`src/rtl/count_ctrl.sv`:
```
// rtl/count_ctrl.sv - pass sequencer for a terminal-count counter; COUNT_CTRL_TIMEOUT_EN builds the watchdog
module count_ctrl #(
    parameter int PASSES  = 4,
    parameter int PASS_W  = 3,
    parameter int TIMEOUT = 64,
    parameter int TMR_W   = 7
) (
    input  logic              clock,
    input  logic              reset,
    input  logic              start,
    input  logic              stop,
    input  logic              clkEN,
    input  logic              co,
    output logic              cnt,
    output logic              cnt_clr,
    output logic              busy,
    output logic              done,
    output logic              err,
    output logic [PASS_W-1:0] pass_cnt
);

    localparam logic [2:0] S_IDLE  = 3'd0;
    localparam logic [2:0] S_CLEAR = 3'd1;
    localparam logic [2:0] S_RUN   = 3'd2;
    localparam logic [2:0] S_DONE  = 3'd3;
`ifdef COUNT_CTRL_TIMEOUT_EN
    localparam logic [2:0] S_ERR   = 3'd4;
`endif

    localparam logic [PASS_W-1:0] LAST_PASS = PASS_W'(PASSES);

    logic [2:0]        state_q, state_d;
    logic [PASS_W-1:0] pass_q, pass_d;

`ifdef COUNT_CTRL_TIMEOUT_EN
    logic [TMR_W-1:0] timer_q, timer_d;
    logic             err_q, err_d;
    logic             timeout_hit;

    // co in the same tick takes precedence over the watchdog
    assign timeout_hit = (state_q == S_RUN) && !co && clkEN &&
                         (timer_q == TMR_W'(TIMEOUT - 1));
`else
    logic unused_cfg;
    assign unused_cfg = ^{TIMEOUT[0], TMR_W[0]};
`endif

    always_comb begin
        state_d = state_q;
        pass_d  = pass_q;
`ifdef COUNT_CTRL_TIMEOUT_EN
        err_d   = err_q;
        timer_d = timer_q;
`endif
        case (state_q)
            S_IDLE: begin
                if (start && !stop) begin
                    state_d = S_CLEAR;
                    pass_d  = '0;
`ifdef COUNT_CTRL_TIMEOUT_EN
                    err_d   = 1'b0;
`endif
                end
            end
            S_CLEAR: begin
`ifdef COUNT_CTRL_TIMEOUT_EN
                timer_d = '0;
`endif
                state_d = stop ? S_IDLE : S_RUN;
            end
            S_RUN: begin
`ifdef COUNT_CTRL_TIMEOUT_EN
                if (clkEN) begin
                    timer_d = timer_q + TMR_W'(1);
                end
`endif
                if (stop) begin
                    state_d = S_IDLE;
                end else if (co) begin
                    pass_d  = pass_q + PASS_W'(1);
                    state_d = (pass_d == LAST_PASS) ? S_DONE : S_CLEAR;
                end
`ifdef COUNT_CTRL_TIMEOUT_EN
                else if (timeout_hit) begin
                    state_d = S_ERR;
                    err_d   = 1'b1;
                end
`endif
            end
            S_DONE: state_d = S_IDLE;
`ifdef COUNT_CTRL_TIMEOUT_EN
            S_ERR:  state_d = S_IDLE;
`endif
            default: state_d = S_IDLE;
        endcase
    end

    always_ff @(posedge clock) begin
        if (reset) begin
            state_q <= S_IDLE;
            pass_q  <= '0;
`ifdef COUNT_CTRL_TIMEOUT_EN
            err_q   <= 1'b0;
            timer_q <= '0;
`endif
        end else begin
            state_q <= state_d;
            pass_q  <= pass_d;
`ifdef COUNT_CTRL_TIMEOUT_EN
            err_q   <= err_d;
            timer_q <= timer_d;
`endif
        end
    end

    // cnt is the only Mealy output so the counter sees each prescaler tick directly
    assign cnt      = (state_q == S_RUN) && clkEN;
    assign cnt_clr  = (state_q == S_CLEAR);
    assign busy     = (state_q != S_IDLE);
    assign pass_cnt = pass_q;
`ifdef COUNT_CTRL_TIMEOUT_EN
    assign done     = (state_q == S_DONE) || (state_q == S_ERR);
    assign err      = err_q;
`else
    assign done     = (state_q == S_DONE);
    assign err      = 1'b0;
`endif

endmodule

```
`config.mk`:
```
export PLATFORM = sky130hd
export DESIGN_NAME = count_ctrl
export DESIGN_NICKNAME = d
export VERILOG_FILES = /design/src/rtl/count_ctrl.sv
export SDC_FILE = /design/constraint.sdc
export NUM_CORES = 1
export LEC_CHECK = 0
export CORE_AREA = 2 2 39 41
export DETAILED_ROUTE_END_ITERATION = 8
export DIE_AREA = 0 0 41 43
export GPL_TIMING_DRIVEN = 0
export PLACE_DENSITY = 0.57
export REMOVE_ABC_BUFFERS = 1
export SLEW_MARGIN = 0
export SYNTH_ARGS = -nofsm -noshare
export SYNTH_HDL_FRONTEND = slang
export SYNTH_SLANG_ARGS = --single-unit
```
`constraint.sdc`:
```
create_clock -name clock -period 2.45 [get_ports clock]
set_input_delay 0.6125 -clock clock [delete_from_list [all_inputs] [get_ports clock]]
set_output_delay 0.6125 -clock clock [all_outputs]
set_load 0.02 [all_outputs]
```
Word-level counts from Yosys, hierarchy flattened --
Index checks and enable logic that the tools add are counted.
Word-level totals: bits in registers 6, output and inout port bits 8, logic and storage cells 29
Operators by class: add/subtract/negate cells 1, eq/ne operators 8, mux-type cells 10, reduce and logical (&&, ||, !) cells 8
Operators by type and width (count):
- 3-bit two-way mux | 6
- 3-bit case mux with 3 select lines | 1
- 3-bit by 2-bit == test with 1-bit output, second input constant | 2
- 2-bit inequality test, second input constant | 3
- 3-bit case mux with 2 select lines | 1
- 2-bit two-way mux | 2
- 4-bit AND reduction | 1
- 3-bit by 1-bit adder with 3-bit output, second input constant | 1
- 3-bit by 1-bit == test with 1-bit output, second input constant | 1
- 3-bit == test, second input constant | 1
- 3-bit zero test | 1
- 3-bit inequality test, second input constant | 1
- 3-bit nonzero test | 1
- 1-bit logical AND | 2
- 2-bit AND reduction | 1
- 2-bit nonzero test | 1
- 1-bit zero test | 1

Longest topological paths before layout --
word-level depth 6, depth in mapped cells 5

Worst setup path before layout --
OpenSTA, ideal clock, no wires.
path kind register to output, from reg state_q[0], to out cnt, arrival 0.830 ns, path slack 1.008 ns, cell stages (with the launch flop) 3, path buffers 0, cells stage by stage dfxtp_1 and2b_2 and2_1
On the way: cells in the longest elaborated chain, start to end 2
Ends and longest elaborated chain:
- start: declaration | RTL line 32 | logic [2:0] state_q, state_d;
- start signal: assignment | RTL line 107 | state_q <= state_d;
- 3-bit by 2-bit == test with 1-bit output | RTL line 117 | assign cnt = (state_q == S_RUN) && clkEN;
- 1-bit logical AND | RTL line 117
- end: declaration | RTL line 14 | output logic cnt,
Every way passes these cells.

Worst setup path after layout --
from in clkEN, to out cnt
On the way: cells in the longest elaborated chain, start to end 1
Ends and longest elaborated chain:
- start: declaration | RTL line 12 | input logic clkEN,
- 1-bit logical AND | RTL line 117
Every way passes these cells.

==> qor.txt <==
Outcome -> finished clean
Area grow syn2layout -> 52.9%
Total negative slack -> 0 ps
Simple-Gate Fraction of Synth Area -> 29.6%
Synth warn -> 0
Worst min-delay path class -> flop to flop
Min Clock Period, post-route -> 2370 ps
Clk root buf -> clkbuf_4
Register Area -> 100 µm²
TritonCTS clock tree -> yes
Gate power share -> 13.9%
Iteration-0 DRC Markers -> 7
Die width -> 41 µm
Post-Place Setup Slack -> 79.5 ps
Commonest non-fill, non-tap cell in the layout -> clkdlybuf4s50_1
CP peak stage delay -> 590 ps
Post-Synth Adder-Cell Area -> 8.33%
Num CTS Buffers -> 3
Mux cell area share after synthesis -> 8.33%
Top Ports -> 14
Hold path startpoint -> pass_cnt[1]
Synthesized area per cell -> 9.10 µm²
Slowest CP cell -> clkdlybuf4s50_1
CP Max Fanout -> 1
Synthesized instance count -> 33
Cell Int Power -> 0.000160 W
Core box area -> 1380 µm²
Die Y -> 43 µm
Postcts setup bufs -> 0
Routed WL -> 630 µm
Area of the multi-input gates -> 185 µm²
Synth Area in Compound Gates -> 14.2%
Critical path origin -> clkEN
Worst Setup Start Kind -> primary input
WL/cell -> 9.84 µm
I/O Buffers -> 12
Share of power burned in registers -> 41.1%
CP Data Required Time -> 1840 ps
Register area share after synthesis -> 33.3%
Largest family of logic cells by synthesized area -> simple AND/OR/NAND/NOR gates
H-Tree Depth -> 1
Starting Density -> 21.7%
Via count -> 285
Pin count of the biggest net entering global routing -> 8
Most frequent cells in the layout -> 12 x clkdlybuf4s50_1, 5 x dfxtp_1, 3 x clkbuf_4
Mapped cell area -> 300 µm²
RSZ-0062 raised after global routing -> no
Crit end category -> output port
Sw Pwr -> 0.0000461 W
Clk network pwr share -> 45.0%
Final setup viols -> 0
Sink Count -> 5
Max Slew Vio Count -> 0
Final Wtd Congestion -> 0.752
Vias/cell -> 4.45
Filler Cell Count -> 157
Sw Ratio -> 22.4%
Rows -> 14
Synth Area in XOR/XNOR -> 0%
GR Overflow Total -> 0
Final #Nets -> 57
Clock Path Buffers -> 2
Maximum VDD drop -> 292 µV
Clock skew -> 0.210 ps
ANT nets after route -> 0
Clock Latency Late Sink -> 240 ps
DP HPWL -> 502 µm
Clk slew on worst S/H paths -> 40 ps
Crit share post-route -> 96.8%
Crit path arrival time -> 1760 ps
Fin util -> 33.2%
Critical Path Most Common Cell -> clkdlybuf4s50_1
First-pass GRT wire length -> 1.06 mm
Antenna violations before repair -> 0
Vias in the first global route -> 263
All-Layer GR Usage -> 9.26%
Max cap viols -> 0
TritonRoute pass-1 iters -> 3
Leakage -> 0.190 nW
Pwr per Cell Area -> 448 nW/µm²
Number of synthesized register bits -> 5
Crit-path cells -> clkdlybuf4s50_1 -> and2_1 -> clkdlybuf4s50_1
Tot Pwr -> 0.000206 W
Post-route setup slack -> 78.4 ps
# resized after CTS -> 0
Crit path max-delay family -> buffers and inverters
Full die area -> 1760 µm²
Critical path buffers and inverters -> 2
Antenna fix cells -> 0
Layout cells sized above 1 -> 20.8%
Kind of critical path -> primary input to output port
Number of distinct library cells after synthesis -> 23
R2r startpoint -> pass_cnt[0]
Hold buffers post-CTS -> 0
Fin. Hold Viols -> 0
Fmax -> 422 MHz
# DRC -> 0
==> synth_stat cells <==
cell type,n,share of area (%)
dfxtp_1,5,33
a21oi_1,2,3.3
and2b_2,2,5.8
ha_1,2,8.3
inv_1,2,2.5
nand4_1,2,4.2
nor2_1,2,2.5
a21o_1,1,2.5
a21oi_2,1,2.9
and2_1,1,2.1
and2_2,1,2.5
and3_2,1,2.5
buf_4,1,2.5
conb_1,1,1.2
mux2_4,1,5.0
mux2i_1,1,3.3
nand2_1,1,1.2
nand2b_1,1,2.1
nand4b_1,1,2.9
nor3_1,1,1.7
o311ai_0,1,2.9
o31ai_1,1,2.5
or2_2,1,2.1
==> metrics by stage <==
stage	area, µm²	std cells	hold slack [ps]
floorplan	293	32	553
global placement	433	60	502
detailed placement	433	60	504
CTS	459	64	518
global route	459	64	539
finish	459	64	516
==> state kept, by name, summed over array words and instances, names as in the netlist <==
name,count
state_q,2
pass_cnt,3
==> per-layer routing <==
metal	routed length, µm	up-vias	track usage [%]
met2	284	11	11.6
met5	0	-	0
li1	-	150	-
met1	284	124	11.7
met4	0	0	2.00
met3	61	0	8.38
==> power by group through the flow <==
stage	clock network (W)	registers [W]	logic [W]
finish	0.0000926	0.0000845	0.0000286
global route	0.000107	0.0000846	0.0000314
CTS	0.0000992	0.0000844	0.0000287
detailed placement	0	0.0000859	0.0000286
global placement	0	0.0000858	0.0000287
floorplan	0	0.0000855	0.0000130
==> path summary, 6_finish.rpt <==
| check | slack [ps] | endpoint | depth (start not counted) |
|---|---|---|---|
| min | 520 | pass_cnt[1] | 2 |
| max reg2reg | 1240 | pass_cnt[2] | 4 |
| min reg2reg | 520 | pass_cnt[1] | 2 |
| max | 80 | cnt | 3 |
==> kinds of logic after synthesis <==
group,count (synthesis)
AOI/OAI and AO/OA,6
DFF,5
and+or+nand+nor,14
other,1
adders and majority gates,2
muxes,2
buffers and inverters,3
==> worst min-delay path: stages (launching register included) <==
cell     delay [ps]
dfxtp_1         320
o31ai_1          80
a21oi_1          60
==> final cells by class <==
class | instances | share of cell area [%]
clock buffer | 4 | 5.72
inverter | 2 | 1.63
multi-input combinational | 25 | 40.3
sequential | 5 | 21.8
tap | 16 | 4.36
timing repair buffer | 12 | 26.2
Power figures use the tool's default switching activity.
